--- config.mk ---
export PLATFORM = sky130hd
export DESIGN_NAME = lsu_arbiter
export DESIGN_NICKNAME = d
export VERILOG_FILES = /design/src/rtl/lsu_arbiter.sv
export SDC_FILE = /design/constraint.sdc
export NUM_CORES = 1
export LEC_CHECK = 0
export BUFFER_PORTS_ARGS = -buffer_cell sky130_fd_sc_hd__buf_2
export CAP_MARGIN = 10
export CELL_PAD_IN_SITES_DETAIL_PLACEMENT = 1
export CELL_PAD_IN_SITES_GLOBAL_PLACEMENT = 1
export CORE_AREA = 10 10 147 149
export DETAILED_ROUTE_END_ITERATION = 8
export DIE_AREA = 0 0 157 159
export MAX_ROUTING_LAYER = met4
export PLACE_DENSITY_LB_ADDON = 0.1
export SLEW_MARGIN = 20
export SYNTH_ARGS = -nofsm -noshare
export SYNTH_HDL_FRONTEND = slang
export SYNTH_SLANG_ARGS = --single-unit
export TNS_END_PERCENT = 50
--- constraint.sdc ---
create_clock -name clk_i -period 4.8 [get_ports clk_i]
set_clock_uncertainty 0.2 [all_clocks]
set_input_delay 1.44 -clock clk_i [delete_from_list [all_inputs] [get_ports clk_i]]
set_output_delay 1.44 -clock clk_i [all_outputs]
set_load 0.01 [all_outputs]
--- src/rtl/lsu_arbiter.sv ---
// Two-master arbiter in front of one shared LSU: IDLE -> ACCESS -> RESP, one transaction per 2 cycles at peak.
// Define LSU_ARB_FIXED_PRIO_EN for fixed m0 priority; default is burst-limited round-robin.
module lsu_arbiter #(
  parameter int          MAX_BURST = 4,
  parameter logic [31:0] RO_ADDR   = 32'h0000_0500
) (
  input  logic        clk_i,
  input  logic        rst_i,
  input  logic        m0_req_i,
  input  logic [31:0] m0_addr_i,
  input  logic [31:0] m0_wdata_i,
  input  logic        m0_wren_i,
  output logic        m0_gnt_o,
  output logic        m0_rvalid_o,
  output logic [31:0] m0_rdata_o,
  output logic        m0_err_o,
  input  logic        m1_req_i,
  input  logic [31:0] m1_addr_i,
  input  logic [31:0] m1_wdata_i,
  input  logic        m1_wren_i,
  output logic        m1_gnt_o,
  output logic        m1_rvalid_o,
  output logic [31:0] m1_rdata_o,
  output logic        m1_err_o,
  output logic [31:0] lsu_addr_o,
  output logic [31:0] lsu_wdata_o,
  output logic        lsu_wren_o,
  input  logic [31:0] lsu_rdata_i
);

  typedef enum logic [1:0] {IDLE, ACCESS, RESP} state_t;

  state_t      state, state_nxt;
  logic        owner;
  logic [31:0] addr_q, wdata_q, rdata_q;
  logic        wren_q;
  logic        any_req, arb_en, win, ro_hit;

  assign any_req = m0_req_i | m1_req_i;
  assign arb_en  = any_req && (state == IDLE || state == RESP);
  assign ro_hit  = wren_q && (addr_q == RO_ADDR);

`ifdef LSU_ARB_FIXED_PRIO_EN
  always_comb begin
    win = owner;
    if (m0_req_i)      win = 1'b0;
    else if (m1_req_i) win = 1'b1;
  end
`else
  localparam logic [3:0] MAX_B = 4'(MAX_BURST);

  logic [3:0] burst_cnt;
  logic       keep;

  // burst_cnt==0 only right after reset, so the first tie goes to the non-owner (m0).
  assign keep = (burst_cnt != 4'd0) && (burst_cnt < MAX_B);

  always_comb begin
    win = owner;
    if (m0_req_i && !m1_req_i)      win = 1'b0;
    else if (!m0_req_i && m1_req_i) win = 1'b1;
    else if (m0_req_i && m1_req_i)  win = keep ? owner : ~owner;
  end

  always_ff @(posedge clk_i) begin
    if (rst_i) begin
      burst_cnt <= 4'd0;
    end else if (arb_en) begin
      if (win != owner)          burst_cnt <= 4'd1;
      else if (burst_cnt < MAX_B) burst_cnt <= burst_cnt + 4'd1;
    end
  end
`endif

  always_ff @(posedge clk_i) begin
    if (rst_i) state <= IDLE;
    else       state <= state_nxt;
  end

  always_ff @(posedge clk_i) begin
    if (rst_i) begin
      owner   <= 1'b1;
      addr_q  <= '0;
      wdata_q <= '0;
      wren_q  <= 1'b0;
      rdata_q <= '0;
    end else begin
      if (arb_en) begin
        owner   <= win;
        addr_q  <= win ? m1_addr_i  : m0_addr_i;
        wdata_q <= win ? m1_wdata_i : m0_wdata_i;
        wren_q  <= win ? m1_wren_i  : m0_wren_i;
      end
      // For writes this captures the pre-write contents.
      if (state == ACCESS) rdata_q <= lsu_rdata_i;
    end
  end

  always_comb begin
    state_nxt   = state;
    m0_gnt_o    = 1'b0;
    m1_gnt_o    = 1'b0;
    m0_rvalid_o = 1'b0;
    m1_rvalid_o = 1'b0;
    m0_rdata_o  = '0;
    m1_rdata_o  = '0;
    m0_err_o    = 1'b0;
    m1_err_o    = 1'b0;
    lsu_addr_o  = '0;
    lsu_wdata_o = '0;
    lsu_wren_o  = 1'b0;
    case (state)
      IDLE: begin
        if (any_req) state_nxt = ACCESS;
      end
      ACCESS: begin
        state_nxt   = RESP;
        m0_gnt_o    = ~owner;
        m1_gnt_o    = owner;
        lsu_addr_o  = addr_q;
        lsu_wdata_o = wdata_q;
        lsu_wren_o  = wren_q && !ro_hit;
      end
      RESP: begin
        state_nxt = any_req ? ACCESS : IDLE;
        if (owner) begin
          m1_rvalid_o = 1'b1;
          m1_rdata_o  = rdata_q;
          m1_err_o    = ro_hit;
        end else begin
          m0_rvalid_o = 1'b1;
          m0_rdata_o  = rdata_q;
          m0_err_o    = ro_hit;
        end
      end
      default: state_nxt = IDLE;
    endcase
  end

endmodule

==> results of run 1 <==
[final timing paths]
kind                      from              to  slack, ps  cells after the start
setup / recovery      state[0]  lsu_wdata_o[7]       1070                      5
hold / removal     rdata_q[26]     rdata_q[26]        260                      2
setup reg to reg  burst_cnt[0]      wdata_q[9]       2240                      7
hold reg to reg    rdata_q[26]     rdata_q[26]        260                      2
[cells in the final DEF, fill, tap and decap left out, types with 2 or more instances in the layout]
master,n
nand4_1,2
buf_12,6
diode_2,13
nand3_1,65
o21ai_0,45
nand3b_1,65
nor4b_1,2
nor2_4,2
nor3b_1,65
and3_1,5
nor2_1,9
clkinv_4,2
nor4_1,7
o21ai_1,22
clkbuf_16,9
or3_1,65
buf_2,299
nor3_1,2
a21oi_1,34
inv_1,4
ha_1,2
nand2_1,131
buf_4,12
and2_1,129
dfxtp_1,104
a21o_1,2
clkbuf_8,2
[metal layers]
metal	track usage (%)	routed length, um	vias up
met2	31.6	11700	190
li1	-	-	3441
met4	6.52	474	0
met5	-	0	-
met1	24.4	11600	3199
met3	4.34	1410	26
[power by group]
group	total [uW]	internal, uW	switching, uW
Combinational	479	203	276
Sequential	1000	946	57.5
Clock	781	435	346
Total	2260	1580	679
[cell families after synthesis]
| family | Yosys count |
|---|---|
| adders and majority gates | 2 |
| buffers and inverters | 96 |
| and+or+nand+nor | 554 |
| AOI/OAI and AO/OA | 112 |
| DFF | 104 |
[registers in the layout, indices dropped and copies added (netlist names)]
register	cells
rdata_q	32
wdata_q	32
burst_cnt	4
state	2
addr_q	32
owner	1
wren_q	1
[cell type report]
type	instances	area (um2)	area share, %
Antenna cell	13	32.5	0.391
Clock buffer	12	256	3.09
Clock inverter	4	52.6	0.632
Inverter	4	15.0	0.181
Multi-Input combinational cell	668	3870	46.6
Sequential cell	104	2080	25.0
Tap cell	234	293	3.52
Timing Repair Buffer	317	1710	20.5
[cells in the mapped netlist, types with 4 or more instances]
cell type  count  area (um2)
dfxtp_1      104        2080
buf_2          9        45.0
o21ai_1       22         110
and3_1         5        31.3
nor3b_1       66         495
nor4_1         7        43.8
and2_1       129         807
a21oi_1       34         170
nand3b_1      65         488
nand2_1      131         492
nand3_1       65         325
or3_1         65         407
buf_6         12         135
inv_1          4        15.0
o21ai_0       45         225
clkbuf_1      65         244
nor2_1        11        41.3
[per-stage QoR]
stage	hold WS, ps	utilization (%)	worst slack, ps
floorplan	231	-	1800
finish	263	44.7	1070
global route	292	44.7	876
detailed placement	254	42.9	1390
CTS	266	44.6	1010
global placement	243	42.9	1420
[critical path, cell delays in order (launching register included)]
cell and delay [ps]:
dfxtp_1 420, inv_1 120, nor2_4 500, buf_4 370, and2_1 170, buf_2 140
==> impl_metrics.json, run 1 <==
{
  "netlist-cell-type-count": 38,
  "hold_buffers": 0,
  "htree_levels": 3,
  "power_density_nw_per_um2": 272,
  "clk_pin_slew_worst_paths_ps": 70,
  "cts-root-buf": "clkbuf_16",
  "syn_avg_cell_area_um2": 7.35,
  "syn_nets": 1036,
  "status": "completed",
  "grt_pass1_wl_um": 39100,
  "grt_pass1_vias": 7043,
  "clock_latency_ps": 350,
  "syn_area_um2": 6380,
  "yosys.area_share.simple_pct": 50.2,
  "synth_top_family_by_area": "simple AND/OR/NAND/NOR gates",
  "max_freq_mhz": 268,
  "post_cts_buffers": 0,
  "maxSlewViolCount": 0,
  "place_area_um2": 7970,
  "synth_ff_type": "dfxtp_1",
  "die_w_um": 157,
  "critPathRequiredTime_ps": 3160,
  "critPathKind": "reg -> out",
  "synth-xor-area-share_pct": 0,
  "rsz0062_at_grt": "false",
  "synth.mux.area_fraction_pct": 0,
  "grt_util_all_layers_pct": 19.9,
  "total_power_uw": 2260,
  "fin_cells": 1356,
  "drt-initial-drc-count": 318,
  "row_count": 50,
  "finalHoldViolCount": 0,
  "routed_via_density": 5.06,
  "drc": 0,
  "worstHoldPathType": "reg -> reg",
  "placed_cells": 1327,
  "synth_adder_area_share_pct": 0.392,
  "detail_route.wl_per_cell_um": 18.6,
  "fin_crit_sh_pct": 77.7,
  "syn2layout_area_growth_pct": 30.2,
  "setup_tns_ps": 0,
  "ys_ff_latch": 104,
  "yosysSeqAreaShare_pct": 32.6,
  "drt.antenna.violating_nets": 0,
  "finalInstanceArea_um2": 8310,
  "cap_violations": 0,
  "firstDrtPassIters": 4,
  "worst_setup_path_start_kind": "register",
  "arrival_ps": 2090,
  "dp_hpwl_um": 18200,
  "cts_tree": "done",
  "synth_async_sr_flop_share_pct": 0,
  "top_level_ports": 301,
  "tightest_slew_ps": 790,
  "n_fill_cell": 2436,
  "die_height_um": 159,
  "setup_viol": 0,
  "cts_inserted_buffers": 9,
  "wirelength_um": 25200,
  "synth_edf_count": 0,
  "design.core.area_um2": 18600,
  "place.gp.congestion": 0.770,
  "leakage_uw": 0.00384,
  "final_nets": 1272,
  "grt_max_degree": 92,
  "cp_max_fo": 27,
  "die-area_um2": 25000,
  "dr_total_vias": 6856,
  "cts_resized": 0,
  "grt-ovfl-total": 0,
  "clockBufferDepth": 2,
  "port_buffers": 300,
  "ys_warn_count": 0,
  "synth-compound-area-share_pct": 9.39,
  "antenna_found_initial": 11,
  "period_needed_ps": 3730,
  "initial_core_util_pct": 34.4,
  "drive_above_1_share_pct": 30.7,
  "end_kind": "output port",
  "clock-sinks": 104,
  "irDropWorstVdd_uv": 174,
  "relSlewSlack_pct": 47.2,
  "syn-instance-count": 868
}
No activity file was read; power rests on OpenSTA's default activity.
==> run 2: changes to the inputs <==
- ABC_AREA: unset -> 1
- CORE_AREA: 10 10 147 149 -> 10 10 151 153
- DIE_AREA: 0 0 157 159 -> 0 0 161 163
- clock period: 4.8 -> 3.9 ns (I/O delays scaled with it)
==> run 2 against run 1 <==
  * Flip-flop and latch count stayed put
  * Non-clock buffer count is 4 lower
  * Global-route usage is 2.5 points lower
  * Clock power is 36% higher
  * Sequential power is 21% higher
  * Final area is 8.0% lower
  * Critical endpoint is now m1_err_o
  * Largest cell class unchanged
==> impl_metrics.json, run 2 <==
{
  "final_nets": 1348,
  "switchingPower_uw": 950,
  "cts_inserted_buffers": 9,
  "relSlewSlack_pct": 44.8,
  "netlist-cell-type-count": 21,
  "syn_area_um2": 5640,
  "cap_violations": 0,
  "power_frac_clock_pct": 34.9,
  "clockBufferDepth": 2,
  "wirelength_um": 23300,
  "max_freq_mhz": 314,
  "tightest_slew_ps": 828,
  "htree_levels": 3,
  "fin_crit_sh_pct": 81.8,
  "detail_route.wl_per_cell_um": 16.0,
  "worstHoldPathType": "reg -> reg",
  "top_level_ports": 301,
  "design.core.area_um2": 19900,
  "status": "completed",
  "routed_via_density": 4.47,
  "synthTopCellsByCount": "175 x inv_1, 148 x nor2_1, 140 x nand2_1, 139 x nand3_1, 104 x dfxtp_1",
  "clock_latency_ps": 340,
  "worst_setup_path_start_kind": "register",
  "final_cell_mix": "300 x buf_2, 174 x inv_1, 148 x nor2_1, 140 x nand2_1, 139 x nand3_1",
  "grtUsageMet3_pct": 5.33,
  "finalInstanceArea_um2": 7650,
  "hold_buffers": 0,
  "clk_pin_slew_worst_paths_ps": 70,
  "grt.busiest_layer": "met2",
  "grt-ovfl-total": 0,
  "dp_hpwl_um": 17500,
  "cts_resized": 0,
  "critPathRequiredTime_ps": 2530,
  "die_w_um": 161,
  "period_needed_ps": 3190,
  "drt-initial-drc-count": 265,
  "post_cts_buffers": 0,
  "die_height_um": 163,
  "syn2layout_area_growth_pct": 35.7,
  "place_area_um2": 7290,
  "synth_area_leaders": "dfxtp_1 37%, nand3_1 12%, inv_1 12%, nor2_1 9.9%, nand2_1 9.3%",
  "firstDrtPassIters": 4,
  "irDropWorstVdd_uv": 212,
  "synth_top_cell_area_share_pct": 36.9,
  "ys_ff_latch": 104,
  "grt_pass1_vias": 6667,
  "seq_power_share_pct": 39.6,
  "drc": 0,
  "grt_max_degree": 71,
  "antenna_found_initial": 4,
  "synth_ff_type": "dfxtp_1",
  "dr_total_vias": 6523,
  "grt_util_all_layers_pct": 17.4,
  "place.gp.congestion": 0.756,
  "setup_viol": 0,
  "synth.most_common_cell": "inv_1",
  "drive_above_1_share_pct": 28.4,
  "largestRegisters": "addr_q: 32 flops, rdata_q: 32 flops, wdata_q: 32 flops",
  "grt_pass1_wl_um": 36000,
  "p_comb_share_pct": 25.5,
  "cp_max_fo": 3,
  "die-area_um2": 26200,
  "initial_core_util_pct": 28.3,
  "synth_top_area_cell": "dfxtp_1",
  "switching_share_pct": 31.2,
  "rsz0062_at_grt": "false",
  "setup_tns_ps": 0,
  "use_met1_pct": 20.8,
  "synth_async_sr_flop_share_pct": 0,
  "met2_usage_pct": 28.3,
  "syn-instance-count": 922,
  "p_int_uw": 2100,
  "arrival_ps": 1820,
  "finalHoldViolCount": 0,
  "synth_edf_count": 0,
  "row_count": 52,
  "leakage_uw": 0.00433,
  "end_kind": "output port",
  "port_buffers": 300,
  "yosysSeqAreaShare_pct": 36.9,
  "syn_avg_cell_area_um2": 6.11,
  "ys_warn_count": 0,
  "cts-root-buf": "clkbuf_16",
  "maxSlewViolCount": 0,
  "syn_nets": 1090,
  "critPathKind": "reg -> out",
  "mostFrequentLayoutCell": "buf_2",
  "power_density_nw_per_um2": 399,
  "drt.antenna.violating_nets": 0,
  "clock-sinks": 104,
  "cts_tree": "done"
}
==> run 2: cell types whose count changed in the layout (fill, tap and decap cells not counted), moves of 12 or more <==
cell / delta
o21ai_1: -22
and2_1: -129
o21ai_0: -12
nor3b_1: -65
nor2_1: +139
nand3b_1: -65
or3_1: -65
a21oi_1: +66
inv_1: +170
nand3_1: +74
==> run 2: layout make-up <==
type                            instances  area (um2)
Timing Repair Buffer                  313        1640
Antenna cell                            4        10.0
Inverter                              176         663
Clock inverter                          5         104
Clock buffer                           11         243
Multi-Input combinational cell        576        2570
Fill cell                            2727       12300
Tap cell                              270         338
Sequential cell                       104        2080
==> run 2: worst paths after layout <==
path                     start      endpoint  slack (ps)  cells past startpoint
setup / recovery     addr_q[1]      m1_err_o         710                      8
hold / removal     rdata_q[18]   rdata_q[18]         280                      2
setup reg to reg  burst_cnt[0]  burst_cnt[2]        1700                     10
hold reg to reg    rdata_q[18]   rdata_q[18]         280                      2
==> run 2: cell families (layout without fill, tap and decap cells) <==
group | count (synthesis) | in the layout | share of synthesized area [%]
AND/OR/NAND/NOR | 439 | 439 | 32.9
adder cells (fa/ha/maj) | 2 | 2 | 0.444
XOR/XNOR | 1 | 1 | 0.155
flip-flops | 104 | 104 | 36.9
buffers and inverters | 242 | 505 | 17.6
AO/OA/AOI/OAI | 134 | 134 | 12.0
other | 0 | 4 | 0
==> run 2: through the flow <==
| step | util, % | power, uW | worst slack [ps] | hold WS, ps | cells |
|---|---|---|---|---|---|
| 2_1_floorplan | - | 1760 | 1340 | 250 | 922 |
| 3_3_place_gp | 36.6 | 2010 | 1060 | 267 | 1439 |
| 3_5_place_dp | 36.6 | 2030 | 982 | 272 | 1439 |
| 4_1_cts | 38.4 | 3110 | 647 | 284 | 1455 |
| 5_1_grt | 38.4 | 3260 | 535 | 317 | 1459 |
| 6_report | 38.4 | 3050 | 712 | 280 | 1459 |
==> run 2: power groups by stage <==
stage | logic [uW] | clock network (uW) | registers [uW]
after global routing | 897 | 1140 | 1220
after global placement | 786 | 0 | 1230
after CTS | 798 | 1100 | 1210
final | 778 | 1060 | 1210
after detailed placement | 794 | 0 | 1230
after floorplan | 535 | 0 | 1220
==> run 2: metal layers <==
| metal | vias to the layer above | share of wire (%) |
|---|---|---|
| met5 | - | 0 |
| met3 | 9 | 6.9 |
| met1 | 2977 | 45 |
| met2 | 186 | 47 |
| met4 | 0 | 0.77 |
| li1 | 3351 | - |
==> run 2: critical path: stages, from the launching register on <==
cell and delay (ps):
dfxtp_1 300, inv_1 100, nand4_1 160, nor2_1 190
nand2_1 90, nor2_1 240, nand2_1 150, nor2_1 100
buf_2 140
